$ cat src/rtl/shift_pkg.sv
// Shared opcodes and helpers for the pipelined shifter.
package shift_pkg;

    localparam logic [1:0] OP_SLL = 2'b00;
    localparam logic [1:0] OP_SRL = 2'b01;
    localparam logic [1:0] OP_SRA = 2'b10;
    localparam logic [1:0] OP_ROR = 2'b11;

    function automatic int shamt_w(input int xlen);
        return $clog2(xlen);
    endfunction

endpackage

$ cat src/rtl/shift_unit_pipe_if.sv
// Request/response bundle of the pipelined shifter; master is the issuing side.
interface shift_unit_pipe_if #(
    parameter int XLEN = 32,
    parameter int TAGW = 5
);
    logic            flush;
    logic            in_valid;
    logic            in_ready;
    logic [1:0]      op;
    logic [XLEN-1:0] alumux1_out;
    logic [XLEN-1:0] alumux2_out;
    logic [TAGW-1:0] in_tag;
    logic            out_valid;
    logic            out_ready;
    logic [XLEN-1:0] aluout;
    logic [TAGW-1:0] out_tag;

    modport master (
        output flush, in_valid, op, alumux1_out, alumux2_out, in_tag, out_ready,
        input  in_ready, out_valid, aluout, out_tag
    );

    modport slave (
        input  flush, in_valid, op, alumux1_out, alumux2_out, in_tag, out_ready,
        output in_ready, out_valid, aluout, out_tag
    );
endinterface

$ cat src/rtl/shift_stage.sv
// One pipeline stage: barrel levels LVL_LO..LVL_HI followed by a valid/data register.
module shift_stage
    import shift_pkg::*;
#(
    parameter int XLEN   = 32,
    parameter int LVL_LO = 0,
    parameter int LVL_HI = 0,
    parameter int TAGW   = 5
) (
    input  logic                        clk,
    input  logic                        rst_n,
    input  logic                        flush,
    input  logic                        load_en,
    input  logic                        valid_in,
    input  logic [1:0]                  op_in,
    input  logic [XLEN-1:0]             data_in,
    input  logic [shamt_w(XLEN)-1:0]    sh_in,
    input  logic [TAGW-1:0]             tag_in,
    output logic                        valid_out,
    output logic [1:0]                  op_out,
    output logic [XLEN-1:0]             data_out,
    output logic [shamt_w(XLEN)-1:0]    sh_out,
    output logic [TAGW-1:0]             tag_out
);

    localparam int NLVL = (LVL_HI >= LVL_LO) ? (LVL_HI - LVL_LO + 1) : 0;

    function automatic logic [XLEN-1:0] shift_by(input logic [1:0] op,
                                                 input logic [XLEN-1:0] d,
                                                 input int k);
        logic [XLEN-1:0] r;
        unique case (op)
            OP_SLL:  r = d << k;
            OP_SRL:  r = d >> k;
            OP_SRA:  r = $signed(d) >>> k;
            default: r = (d >> k) | (d << (XLEN - k));
        endcase
        return r;
    endfunction

    // lvl[0] is the stage input; each level conditionally shifts by its power of two.
    logic [NLVL:0][XLEN-1:0] lvl;
    assign lvl[0] = data_in;

    for (genvar g = 0; g < NLVL; g++) begin : g_lvl
        localparam int K = 1 << (LVL_LO + g);
        assign lvl[g+1] = sh_in[LVL_LO+g] ? shift_by(op_in, lvl[g], K) : lvl[g];
    end

    always_ff @(posedge clk or negedge rst_n) begin
        if (!rst_n) begin
            valid_out <= 1'b0;
            op_out    <= '0;
            data_out  <= '0;
            sh_out    <= '0;
            tag_out   <= '0;
        end else if (flush) begin
            valid_out <= 1'b0;
        end else if (load_en) begin
            valid_out <= valid_in;
            if (valid_in) begin
                op_out   <= op_in;
                data_out <= lvl[NLVL];
                sh_out   <= sh_in;
                tag_out  <= tag_in;
            end
        end
    end

endmodule

$ cat src/rtl/shift_unit_pipe.sv
// Pipelined SLL/SRL/SRA/ROR shifter with an elastic valid/ready chain and synchronous flush.
module shift_unit_pipe
    import shift_pkg::*;
#(
    parameter int XLEN   = 32,
    parameter int STAGES = 2,
    parameter int TAGW   = 5
) (
    input  logic                clk,
    input  logic                rst_n,
    shift_unit_pipe_if.slave    bus
);

    localparam int SHW = shamt_w(XLEN);
    localparam int PER = (SHW + STAGES - 1) / STAGES;

    // Index 0 is the incoming request, index s+1 the register of stage s.
    logic [STAGES:0]                valid_c;
    logic [STAGES:0][1:0]           op_c;
    logic [STAGES:0][XLEN-1:0]      data_c;
    logic [STAGES:0][SHW-1:0]       sh_c;
    logic [STAGES:0][TAGW-1:0]      tag_c;
    logic [STAGES-1:0]              ready_c;

    assign valid_c[0] = bus.in_valid;
    assign op_c[0]    = bus.op;
    assign data_c[0]  = bus.alumux1_out;
    assign sh_c[0]    = bus.alumux2_out[SHW-1:0];
    assign tag_c[0]   = bus.in_tag;

    for (genvar s = 0; s < STAGES; s++) begin : g_stage
        localparam int LO     = s * PER;
        localparam int HI_END = ((s + 1) * PER > SHW) ? SHW : (s + 1) * PER;

        // A stage may load when the output drains or any stage downstream of it holds a bubble.
        assign ready_c[s] = bus.out_ready | ~(&valid_c[STAGES:s+1]);

        shift_stage #(
            .XLEN   (XLEN),
            .LVL_LO (LO),
            .LVL_HI (HI_END - 1),
            .TAGW   (TAGW)
        ) u_stage (
            .clk       (clk),
            .rst_n     (rst_n),
            .flush     (bus.flush),
            .load_en   (ready_c[s]),
            .valid_in  (valid_c[s]),
            .op_in     (op_c[s]),
            .data_in   (data_c[s]),
            .sh_in     (sh_c[s]),
            .tag_in    (tag_c[s]),
            .valid_out (valid_c[s+1]),
            .op_out    (op_c[s+1]),
            .data_out  (data_c[s+1]),
            .sh_out    (sh_c[s+1]),
            .tag_out   (tag_c[s+1])
        );
    end

    assign bus.in_ready  = ready_c[0] | bus.flush;
    assign bus.out_valid = valid_c[STAGES];
    assign bus.aluout    = data_c[STAGES];
    assign bus.out_tag   = tag_c[STAGES];

    logic unused_bits;
    assign unused_bits = ^{bus.alumux2_out[XLEN-1:SHW], op_c[STAGES], sh_c[STAGES]};

endmodule

$ cat src/flat_wrapper.sv
// flat-port wrapper written by rule: the top's interface ports become plain ports
module shift_unit_pipe_flat import shift_pkg::*;
#(
    parameter int XLEN   = 32,
    parameter int STAGES = 2,
    parameter int TAGW   = 5
)
  (clk, rst_n, bus_flush, bus_in_valid, bus_op, bus_alumux1_out, bus_alumux2_out, bus_in_tag, bus_out_ready, bus_in_ready, bus_out_valid, bus_aluout, bus_out_tag);
  shift_unit_pipe_if #(.XLEN(XLEN), .TAGW(TAGW)) bus_i ();
  input  logic clk;
  input  logic rst_n;
  input wire logic [$bits(bus_i.flush)-1:0] bus_flush;
  input wire logic [$bits(bus_i.in_valid)-1:0] bus_in_valid;
  input wire logic [$bits(bus_i.op)-1:0] bus_op;
  input wire logic [$bits(bus_i.alumux1_out)-1:0] bus_alumux1_out;
  input wire logic [$bits(bus_i.alumux2_out)-1:0] bus_alumux2_out;
  input wire logic [$bits(bus_i.in_tag)-1:0] bus_in_tag;
  input wire logic [$bits(bus_i.out_ready)-1:0] bus_out_ready;
  output wire logic [$bits(bus_i.in_ready)-1:0] bus_in_ready;
  output wire logic [$bits(bus_i.out_valid)-1:0] bus_out_valid;
  output wire logic [$bits(bus_i.aluout)-1:0] bus_aluout;
  output wire logic [$bits(bus_i.out_tag)-1:0] bus_out_tag;
  assign bus_i.flush = bus_flush;
  assign bus_i.in_valid = bus_in_valid;
  assign bus_i.op = bus_op;
  assign bus_i.alumux1_out = bus_alumux1_out;
  assign bus_i.alumux2_out = bus_alumux2_out;
  assign bus_i.in_tag = bus_in_tag;
  assign bus_i.out_ready = bus_out_ready;
  assign bus_in_ready = bus_i.in_ready;
  assign bus_out_valid = bus_i.out_valid;
  assign bus_aluout = bus_i.aluout;
  assign bus_out_tag = bus_i.out_tag;
  shift_unit_pipe #(.XLEN(XLEN), .STAGES(STAGES), .TAGW(TAGW)) u_core (.clk(clk), .rst_n(rst_n), .bus(bus_i));
endmodule
$ cat config.mk
export PLATFORM = sky130hd
export DESIGN_NAME = shift_unit_pipe_flat
export DESIGN_NICKNAME = d
export VERILOG_FILES = /design/src/rtl/shift_pkg.sv /design/src/rtl/shift_unit_pipe_if.sv /design/src/rtl/shift_stage.sv /design/src/rtl/shift_unit_pipe.sv /design/src/flat_wrapper.sv
export SDC_FILE = /design/constraint.sdc
export NUM_CORES = 1
export LEC_CHECK = 0
export ABC_AREA = 1
export CORE_MARGIN = 2
export CORE_UTILIZATION = 55
export CTS_CLUSTER_DIAMETER = 40
export DETAILED_ROUTE_END_ITERATION = 10
export DONT_BUFFER_PORTS = 1
export PLACE_DENSITY = 0.77
export SLEW_MARGIN = 10
export SYNTH_ARGS = -nofsm -noshare
export SYNTH_HDL_FRONTEND = slang
export SYNTH_SLANG_ARGS = --single-unit
$ cat constraint.sdc
create_clock -name clk -period 1.85 [get_ports clk]
set_input_delay 0.2775 -clock clk [delete_from_list [all_inputs] [get_ports clk]]
set_output_delay 0.2775 -clock clk [all_outputs]
set_load 0.005 [all_outputs]
==> flow_summary.toml <==
[status]
violations = "hold timing"
status = "complete, but fails checks"

[logic_synthesis]
synth_top_area_share = 0.309
synth_nets = 1090
synth_top_area_cell = "dfrtp_1"
yosys-top-cells-area = "dfrtp_1, nand2_1, nand3_1, inv_1, o21ai_0"
async_flop_share = 1.00
netlist_area_um2 = 6470
yosysSeqAreaShare = 0.309
yosysMostFrequentCell = "nand2_1"
netlist_instances = 1014
synth_edf_count = 0
avgSynthCellArea_um2 = 6.38
yosysWarnings = 0
synth_seq_cells = 80
synth_ff_type = "dfrtp_1"
synth_common_cells = "nand2_1, nand3_1, inv_1, o21ai_0, dfrtp_1"
synthDistinctLibCells = 30

[power]
combPwrFrac = 0.297
pwr-share-clk = 0.309
p_leak_nw = 3.39
pwr_density_cell_nw_per_um2 = 905
power_mw = 6.14
switchingPower_mw = 2.16
seqPwrFrac = 0.394
intPower_mw = 3.99
ir_drop_uv = 1010
switching_share = 0.351

[floorplan]
rows = 39
initial_utilization = 0.564
ios = 115
fp.dieArea_um2 = 12700
fp.coreArea_um2 = 11500
die_w_um = 112
die_h_um = 112

[worst_setup_path]
crit_start = "u_core.g_stage[0].u_stage.op_out[1]$_DFFE_PN0P_"
required_ns = 2.13
crit_type = "reg -> reg"
reg2reg_to = "u_core.g_stage[1].u_stage.data_out[24]$_DFFE_PN0P_"
worstPathMaxFanout = 9
end_kind = "flip-flop"
ff2ff_path_depth = 8
start_kind = "flip-flop"
regToRegStartpoint = "u_core.g_stage[0].u_stage.op_out[1]$_DFFE_PN0P_"
r2r_slack_ns = 0.15
cp.arrival_ns = 1.98

[global_route]
grt_pass1_vias = 5944
track_usage = 0.292
antenna_found_initial = 0
grt_max_degree = 81
overflow = 0
grt_pass1_wl_um = 30000

[sta]
skew_ns = 0.00475
max_slew_margin = 0.574
whs_ns = -0.369
fmax_mhz = 588
tns_ns = 0
fin_crit_sh = 0.920
final-setup-viol-count = 0
hold_violations = 80
worst_pin_slew_ns = 0.637
fin_crit_ns = 1.70
fin_ws_ns = 0.149
drv_slew = 0

[routing]
drc = 0
routed_wl_um = 18000
final_antenna_net_count = 0
drtIter0Drc = 690
vias = 6530
wire_per_inst_um = 16.1
vias_per_cell = 5.85
drt_first_pass_iters = 6

[cells_and_area]
diodes = 0
drive_gt1_frac = 0.0832
final_area_um2 = 6790
stdcell_count = 1117
area_delta_synth_final_pct = 4.89
nets = 1045
final_util = 0.592

[clock_tree]
clock-root-buffer = "clkbuf_16"
htree_num_levels = 3
path_clk_slew_ns = 0.06
tritoncts = "done"
insertion_delay_ns = 0.34
clock_sinks = 80
cts-buffers-inserted = 9
hold_buffers = 1
clk_path_buf_depth = 2

[worst_hold_path]
hp-class = "in -> async"

[flow_run]
cap_violations = 0

[placed_design]
port_buffers = 0
dpl_cell_area_um2 = 6440
place_inst = 1099
routabilityCongestion = 0.978
place_ws_ns = 0.134
dp_hpwl_um = 13400
sequential cells by signal, summed over array words and instances, names as in the netlist:
register	count
u_core.g_stage.u_stage.data_out	64
u_core.g_stage.u_stage.op_out	2
u_core.g_stage.u_stage.sh_out	2
u_core.g_stage.u_stage.tag_out	10
u_core.g_stage.u_stage.valid_out	2
worst max-delay path, stage by stage (launching register included):
cell        delay (ns)
dfrtp_1           0.46
nor2_4            0.18
clkinvlp_4        0.11
buf_4             0.17
nand2_1           0.25
nand2_1           0.10
a21oi_1           0.14
o21ai_0           0.15
nand2_1           0.08
power by group through the flow:
stage	registers (mW)	clock network, mW	logic [mW]
2_1_floorplan	2.33	0	1.66
3_3_place_gp	2.44	0	1.75
3_5_place_dp	2.46	0	1.77
4_1_cts	2.43	1.92	1.78
5_1_grt	2.46	1.99	2.08
6_report	2.42	1.90	1.83
timing repair:
| item | CTS | global route |
|---|---|---|
| endpoints found under the setup margin | 0 | 2 |
| setup buffers | 0 | 1 |
| endpoints found under the hold margin | 81 | 80 |
| gates resized for setup | 0 | 5 |
logic make-up (layout without fill, tap and decap cells):
group	after synthesis	in the layout	share of synthesized area
and+or+nand+nor	517	517	0.357
buffers and inverters	210	170	0.153
AOI/OAI and AO/OA	207	207	0.182
DFF	80	80	0.309
layout by cell type (no fill, tap or decap), types with 19 or more instances in the layout:
master   Yosys  layout
a21oi_1     77      77
buf_4       35      29
dfrtp_1     80      79
inv_1      114     113
nand2_1    269     269
nand3_1    152     152
nand4_1     41      41
nor2_1      39      38
o21ai_0     84      81
o21ai_1     16      19
routing by layer:
metal | global-route usage | routed length (µm) | vias to the layer above
met3 | 0.0594 | 1350 | 44
met4 | 0.107 | 559 | 0
met2 | 0.446 | 8140 | 286
li1 | - | - | 3250
met1 | 0.413 | 7980 | 2950
met5 | 0 | 0 | -
final cells by class:
| class | instances | area, µm² |
|---|---|---|
| multi-input combinational | 724 | 3490 |
| tap | 143 | 179 |
| fill | 1097 | 4680 |
| sequential | 80 | 2000 |
| clock inverter | 6 | 82.6 |
| timing repair buffer | 36 | 348 |
| inverter | 118 | 447 |
| clock buffer | 10 | 239 |
how the worst max path moves through the flow:
stage / endpoint / depth (start not counted) / slack (ns)
after detailed placement: u_core.g_stage[0].u_stage.data_out[12]$_DFFE_PN0P_ / 11 / 0.13
final: u_core.g_stage[1].u_stage.data_out[24]$_DFFE_PN0P_ / 8 / 0.15
after CTS: u_core.g_stage[1].u_stage.data_out[24]$_DFFE_PN0P_ / 5 / 0.16
after global placement: u_core.g_stage[0].u_stage.data_out[12]$_DFFE_PN0P_ / 11 / 0.17
after global routing: u_core.g_stage[1].u_stage.data_out[15]$_DFFE_PN0P_ / 9 / -0.006
after floorplan: u_core.g_stage[0].u_stage.data_out[8]$_DFFE_PN0P_ / 11 / 0.41
Note: power is estimated with default switching activity, not from simulation.
